File: src/rtl/sram_arb_pkg.sv
// Shared types for the SRAM port arbiter: macro command struct, idle command
// and the bit-mask to byte-mask conversion.
package sram_arb_pkg;

    localparam int unsigned SRAM_AW = 12;
    localparam int unsigned SRAM_DW = 32;
    localparam int unsigned SRAM_BW = SRAM_DW / 8;

    typedef struct packed {
        logic               csb;
        logic               web;
        logic [SRAM_AW-1:0] addr;
        logic [SRAM_DW-1:0] wdata;
        logic [SRAM_BW-1:0] wmask;
    } sram_cmd_t;

    localparam sram_cmd_t SRAM_CMD_IDLE = '{
        csb:   1'b1,
        web:   1'b1,
        addr:  '0,
        wdata: '0,
        wmask: '0
    };

    // A byte lane is written when any bit of the requester's mask in that lane is set.
    function automatic logic [SRAM_BW-1:0] wmask_bits_to_bytes(input logic [SRAM_DW-1:0] bits);
        logic [SRAM_BW-1:0] bytes;
        bytes = '0;
        for (int unsigned b = 0; b < SRAM_BW; b++) begin
            bytes[b] = |bits[8*b +: 8];
        end
        return bytes;
    endfunction

endpackage

File: src/rtl/sram_rr_arbiter.sv
// Round-robin arbiter: combinational one-hot grant searched upward from ptr_q,
// pointer advances past the winner on every granted cycle.
module sram_rr_arbiter #(
    parameter  int unsigned NumReq = 2,
    localparam int unsigned IdxW   = $clog2(NumReq)
) (
    input  logic              clk_i,
    input  logic              rst_ni,
    input  logic [NumReq-1:0] req,
    output logic [NumReq-1:0] gnt,
    output logic [IdxW-1:0]   winner,
    output logic              valid
);

    logic [IdxW-1:0] ptr_q;
    logic [IdxW-1:0] ptr_d;

    // First pass covers requesters at or above the pointer; the second pass
    // only fires when none were found there, which yields the wrap-around.
    always_comb begin
        gnt    = '0;
        winner = '0;
        valid  = 1'b0;
        for (int unsigned j = 0; j < NumReq; j++) begin
            if (!valid && req[j] && (j >= 32'(ptr_q))) begin
                valid  = 1'b1;
                gnt[j] = 1'b1;
                winner = IdxW'(j);
            end
        end
        for (int unsigned j = 0; j < NumReq; j++) begin
            if (!valid && req[j]) begin
                valid  = 1'b1;
                gnt[j] = 1'b1;
                winner = IdxW'(j);
            end
        end
    end

    always_comb begin
        ptr_d = ptr_q;
        if (valid) begin
            ptr_d = (winner == IdxW'(NumReq - 1)) ? '0 : winner + IdxW'(1);
        end
    end

    always_ff @(posedge clk_i or negedge rst_ni) begin
        if (!rst_ni) begin
            ptr_q <= '0;
        end else begin
            ptr_q <= ptr_d;
        end
    end

endmodule

File: src/rtl/sram_port_arbiter.sv
// Shares one negedge-launched single-port SRAM macro between NumReq req/gnt
// requesters with round-robin arbitration and a one-cycle read return.
module sram_port_arbiter
    import sram_arb_pkg::*;
#(
    parameter int unsigned NumReq = 2,
    // The command struct is sized from the package, so AW/DW must match it.
    parameter int unsigned AW     = SRAM_AW,
    parameter int unsigned DW     = SRAM_DW
) (
    input  logic                       clk_i,
    input  logic                       rst_ni,
    input  logic [NumReq-1:0]          req_i,
    input  logic [NumReq-1:0]          we_i,
    input  logic [NumReq-1:0][AW-1:0]  addr_i,
    input  logic [NumReq-1:0][DW-1:0]  wdata_i,
    input  logic [NumReq-1:0][DW-1:0]  wmask_i,
    output logic [NumReq-1:0]          gnt_o,
    output logic [NumReq-1:0]          rvalid_o,
    output logic [DW-1:0]              rdata_o,
    output logic                       csb_o,
    output logic                       web_o,
    output logic [AW-1:0]              addr_o,
    output logic [DW-1:0]              wdata_o,
    output logic [DW/8-1:0]            wmask_o,
    input  logic [DW-1:0]              rdata_i
);

    localparam int unsigned IdxW = $clog2(NumReq);

    logic [IdxW-1:0] winner;
    logic            granted;
    sram_cmd_t       cmd_d;
    sram_cmd_t       cmd_q;
    logic            rd_vld_q;
    logic [IdxW-1:0] rd_idx_q;

    sram_rr_arbiter #(
        .NumReq (NumReq)
    ) u_rr_arbiter (
        .clk_i  (clk_i),
        .rst_ni (rst_ni),
        .req    (req_i),
        .gnt    (gnt_o),
        .winner (winner),
        .valid  (granted)
    );

    // Idle cycles deselect the macro but keep the data-side pins steady.
    always_comb begin
        cmd_d     = cmd_q;
        cmd_d.csb = 1'b1;
        cmd_d.web = 1'b1;
        if (granted) begin
            cmd_d.csb   = 1'b0;
            cmd_d.web   = ~we_i[winner];
            cmd_d.addr  = addr_i[winner];
            cmd_d.wdata = wdata_i[winner];
            cmd_d.wmask = wmask_bits_to_bytes(wmask_i[winner]);
        end
    end

    always_ff @(negedge clk_i or negedge rst_ni) begin
        if (!rst_ni) begin
            cmd_q <= SRAM_CMD_IDLE;
        end else begin
            cmd_q <= cmd_d;
        end
    end

    always_ff @(posedge clk_i or negedge rst_ni) begin
        if (!rst_ni) begin
            rd_vld_q <= 1'b0;
            rd_idx_q <= '0;
        end else begin
            rd_vld_q <= granted & ~we_i[winner];
            rd_idx_q <= winner;
        end
    end

    always_comb begin
        rvalid_o = '0;
        if (rd_vld_q) begin
            rvalid_o[rd_idx_q] = 1'b1;
        end
    end

    assign rdata_o = rdata_i;
    assign csb_o   = cmd_q.csb;
    assign web_o   = cmd_q.web;
    assign addr_o  = cmd_q.addr;
    assign wdata_o = cmd_q.wdata;
    assign wmask_o = cmd_q.wmask;

endmodule
File: config.mk
export PLATFORM = sky130hd
export DESIGN_NAME = sram_port_arbiter
export DESIGN_NICKNAME = d
export VERILOG_FILES = /design/src/rtl/sram_arb_pkg.sv /design/src/rtl/sram_rr_arbiter.sv /design/src/rtl/sram_port_arbiter.sv
export SDC_FILE = /design/constraint.sdc
export NUM_CORES = 1
export LEC_CHECK = 0
export ABC_AREA = 1
export BUFFER_PORTS_ARGS = -buffer_cell sky130_fd_sc_hd__buf_2
export CAP_MARGIN = 5
export CORE_UTILIZATION = 25
export CTS_BUF_LIST = sky130_fd_sc_hd__clkbuf_4
export CTS_CLUSTER_DIAMETER = 120
export DETAILED_ROUTE_END_ITERATION = 8
export GPL_TIMING_DRIVEN = 0
export PLACE_DENSITY = 0.7
export SYNTH_ARGS = -nofsm -noshare
export SYNTH_HDL_FRONTEND = slang
export SYNTH_SLANG_ARGS = --single-unit
File: constraint.sdc
create_clock -name clk_i -period 1.83 [get_ports clk_i]
set_input_delay 0.2745 -clock clk_i [delete_from_list [all_inputs] [get_ports clk_i]]
set_output_delay 0.2745 -clock clk_i [all_outputs]
set_load 0.02 [all_outputs]
==> metrics.log <==
[metrics] Clock Path Buffers: 2
[metrics] buffer type at the clock tree root: clkbuf_4
[metrics] number of detailed-route iterations in the first pass: 4
[metrics] global route overflow: 0
[metrics] placed cell area: 0.00416 mm2
[metrics] share of cells above drive strength 1: 59.8%
[metrics] proportion of register bits with asynchronous set or reset after synthesis: 100%
[metrics] GR Util All Layers: 16.5%
[metrics] commonest register cell after synthesis: dfrtn_1
[metrics] vertical extent of the die: 107 um
[metrics] Post-Route Skew: 0.0426 ns
[metrics] Critical Path Start Type: flop
[metrics] cell with the most instances after synthesis: nand2_1
[metrics] Final Hold Violating Endpoints: 0
[metrics] cells after synthesis: 371
[metrics] layout overhead on the synthesized area: 92.1%
[metrics] number of flops mapped to enable cells by yosys: 0
[metrics] flip-flop and latch count after synthesis: 53
[metrics] RSZ-0062 raised after global routing: yes
[metrics] CTS tree: yes
[metrics] terminating pin of the worst hold path: rd_vld_q
[metrics] maximum fanout count along the critical path: 1
[metrics] worst min-delay path class: input pin to flop
[metrics] number of distinct library cells after synthesis: 16
[metrics] Clock Power Share: 15.8%
[metrics] area of combinational cells with multiple inputs: 0.00135 mm2
[metrics] # H-tree levels: 2
[metrics] CP endpoint kind: output port
[metrics] Sum Neg Setup Slack: -30.28 ns
[metrics] first-pass GRT wire length: 14.7 mm
[metrics] number of antenna violations at the first check in global routing: 0
[metrics] Final Routed Wirelength: 10.2 mm
[metrics] number of I/O port buffers: 243
[metrics] Avg Synthesized Cell Area: 7.44 um2
[metrics] Top delay family on crit path: flip-flops
[metrics] share of the yosys chip area belonging to registers: 48.2%
[metrics] slew at the pin with the worst max-slew slack: 0.605 ns
[metrics] DP HPWL: 7.06 mm
[metrics] slack of the critical path: -0.398 ns
[metrics] max-slew violations: 0
[metrics] FF-to-FF path depth: 9
[metrics] io pins: 276
[metrics] detail-routed via count per cell: 4.29
[metrics] Reg-to-Reg End: wdata_o[20]
[metrics] reg-to-reg setup timing slack: -0.39 ns
[metrics] die outline width: 107 um
[metrics] net count after synthesis: 561
[metrics] arrival time worst endpoint: 1.95 ns
[metrics] worst hold stages: 4
[metrics] clock slew seen by the registers of the worst setup and hold paths: 0.14 ns
[metrics] most area-consuming cells after synthesis: dfrtn_1 (44%), nand2_1 (23%), nand3_1 (8.7%), buf_4 (8.7%), nor2_1 (5.7%)
[metrics] register cell area after layout: 0.00133 mm2
[metrics] outcome: finished with violations
[metrics] pin count of the biggest net entering global routing: 54
[metrics] setup violation total in the final timing report: 99
[metrics] placeable core area: 0.0105 mm2
[metrics] Antenna diodes: 0
[metrics] post-synth top area share: 43.5%
[metrics] Flop pwr share: 41.8%
[metrics] cell type contributing the most total cell area after synthesis: dfrtn_1
[metrics] violated checks: setup timing
[metrics] number of DRC markers after the initial detailed-route iteration: 53
[metrics] CTS sink cnt: 53
[metrics] cell internal pwr: 2.25 mW
[metrics] most frequent cells after synthesis: nand2_1 (168), dfrtn_1 (48), nand3_1 (48)
[metrics] number of nets in the layout: 841
[metrics] # rows: 37
[metrics] Hold WS: 0.168 ns
[metrics] number of vias after detailed routing: 3,379
[metrics] pwr/cell area: 645 mW/mm2
[metrics] switching share of power: 34.2%
[metrics] fillcell total: 1,012
[metrics] final instance area: 0.00530 mm2
[metrics] count of antenna-violating nets left after detailed routing: 0
[metrics] synthesized area: 0.00276 mm2
[metrics] fraction of power consumed by combinational cells: 42.4%
[metrics] CP max-delay cell: dfstp_2
[metrics] global placement routability congestion: 0.723
[metrics] total clock buffers created by CTS: 5
[metrics] stage delay of the slowest cell on the critical path: 0.52 ns
[metrics] Slew headroom: 59.7%
[metrics] highest ir drop seen on vdd: 0.321 mV
[metrics] later-pin clock latency in the skew report: 0.40 ns
[metrics] hold wc startpoint: we_i[1]
[metrics] crit-path cells: buf_6
[metrics] startpoint of the most critical register-to-register path: u_rr_arbiter.ptr_q
[metrics] Initial Util: 26.3%
[metrics] routed length per instance: 13.0 um
[metrics] worst path buffer plus inverter count: 1
[metrics] Worst Path Required: 1.56 ns
[metrics] worst setup path class: flop to output port
[metrics] Die Outline Area: 0.0115 mm2
[metrics] total leakage power: 2.92 nW
[metrics] count of synthesis-stage warnings from yosys: 0
[metrics] net switching power of the design: 1.17 mW
[metrics] number of global-route vias before repair: 3,108
[metrics] max-capacitance violation count: 0
[metrics] detailed-route DRC error count: 0
[layer usage]
metal  global-route usage, %  up-vias  wire length [um]
li1                        -     1680                 -
met1                    19.5     1537              4120
met2                    30.9      157              5470
met3                    2.86        5               605
met4                    3.62        0                55
met5                       0        -                 0
[per-stage QoR]
step	worst slack [ns]	instances	power, mW	util, %
after floorplan	-0.114	371	1.96	-
after global placement	-0.493	750	2.40	39.6
after detailed placement	-0.520	750	2.41	39.6
after CTS	-0.423	776	3.32	46.6
after global routing	-0.464	788	3.63	50.4
final	-0.398	788	3.42	50.4
[cell families after synthesis]
kind of cell,count (synthesis),share of synthesized area (%)
compound gates,1,0.181
buf+inv,54,13.1
flops,53,48.2
simple gates,263,38.6
[state kept, by name, indices dropped and copies added (netlist names)]
name and count:
wmask_o 4, wdata_o 32, web_o 1, addr_o 12
csb_o 1, rd_idx_q 1, u_rr_arbiter.ptr_q 1, rd_vld_q 1
[cells in the final DEF, fill, tap and decap left out]
cell,synthesis,layout
clkinv_8,0,1
nand2_1,168,124
nand3_2,0,17
inv_2,3,3
nor2_4,1,1
inv_4,0,1
buf_2,6,193
buf_4,32,49
nand3_1,48,31
buf_6,4,51
inv_1,5,5
nor2_1,42,41
buf_16,0,5
nand2_8,0,1
buf_8,0,6
dfrtn_1,48,48
and2_1,4,4
dlygate4sd3_1,0,1
clkbuf_1,3,3
nor2_2,0,1
clkbuf_4,0,6
nand2_2,0,30
nand2_4,0,13
clkbuf_16,0,2
buf_12,0,6
buf_1,1,1
o21ai_0,1,1
dfrtp_1,3,3
clkinv_2,0,1
inv_16,0,1
dfstp_2,2,2
[area by class of cell]
cell class                      count  area share, %
Multi-Input combinational cell    264           25.4
Clock buffer                        6          0.850
Timing Repair Buffer              271           36.4
Timing Repair inverter              1          0.118
Inverter                            7           1.04
Tap cell                          136           3.21
Sequential cell                    53           25.1
Clock inverter                      4          0.307
Buffer                             46           7.58
[worst max path at each step]
| stage | start | end | slack (ns) | cells after the start |
|---|---|---|---|---|
| 2_1_floorplan | req_i[0] | addr_o[0] | -0.11 | 7 |
| 3_3_place_gp | req_i[0] | addr_o[10] | -0.49 | 8 |
| 3_5_place_dp | req_i[0] | addr_o[10] | -0.52 | 8 |
| 4_1_cts | csb_o | csb_o | -0.42 | 1 |
| 5_1_grt | u_rr_arbiter.ptr_q | wdata_o[21] | -0.46 | 9 |
| 6_report | csb_o | csb_o | -0.40 | 1 |
[what timing repair did]
item,4_1_cts,5_1_grt
endpoints found under the setup margin,100,101
buffers inserted,11,8
gates resized for setup,132,82
cloned,6,2
pin swaps,7,10
endpoints found under the hold margin,0,3
hold buffers,0,1
[power groups by stage]
stage	logic (mW)	registers, mW	clock network (mW)
2_1_floorplan	0.369	1.58	0.0103
3_3_place_gp	0.975	1.41	0.0103
3_5_place_dp	0.989	1.41	0.0103
4_1_cts	1.32	1.42	0.574
5_1_grt	1.56	1.44	0.633
6_report	1.45	1.43	0.541
Note: power is estimated with default switching activity, not from simulation.
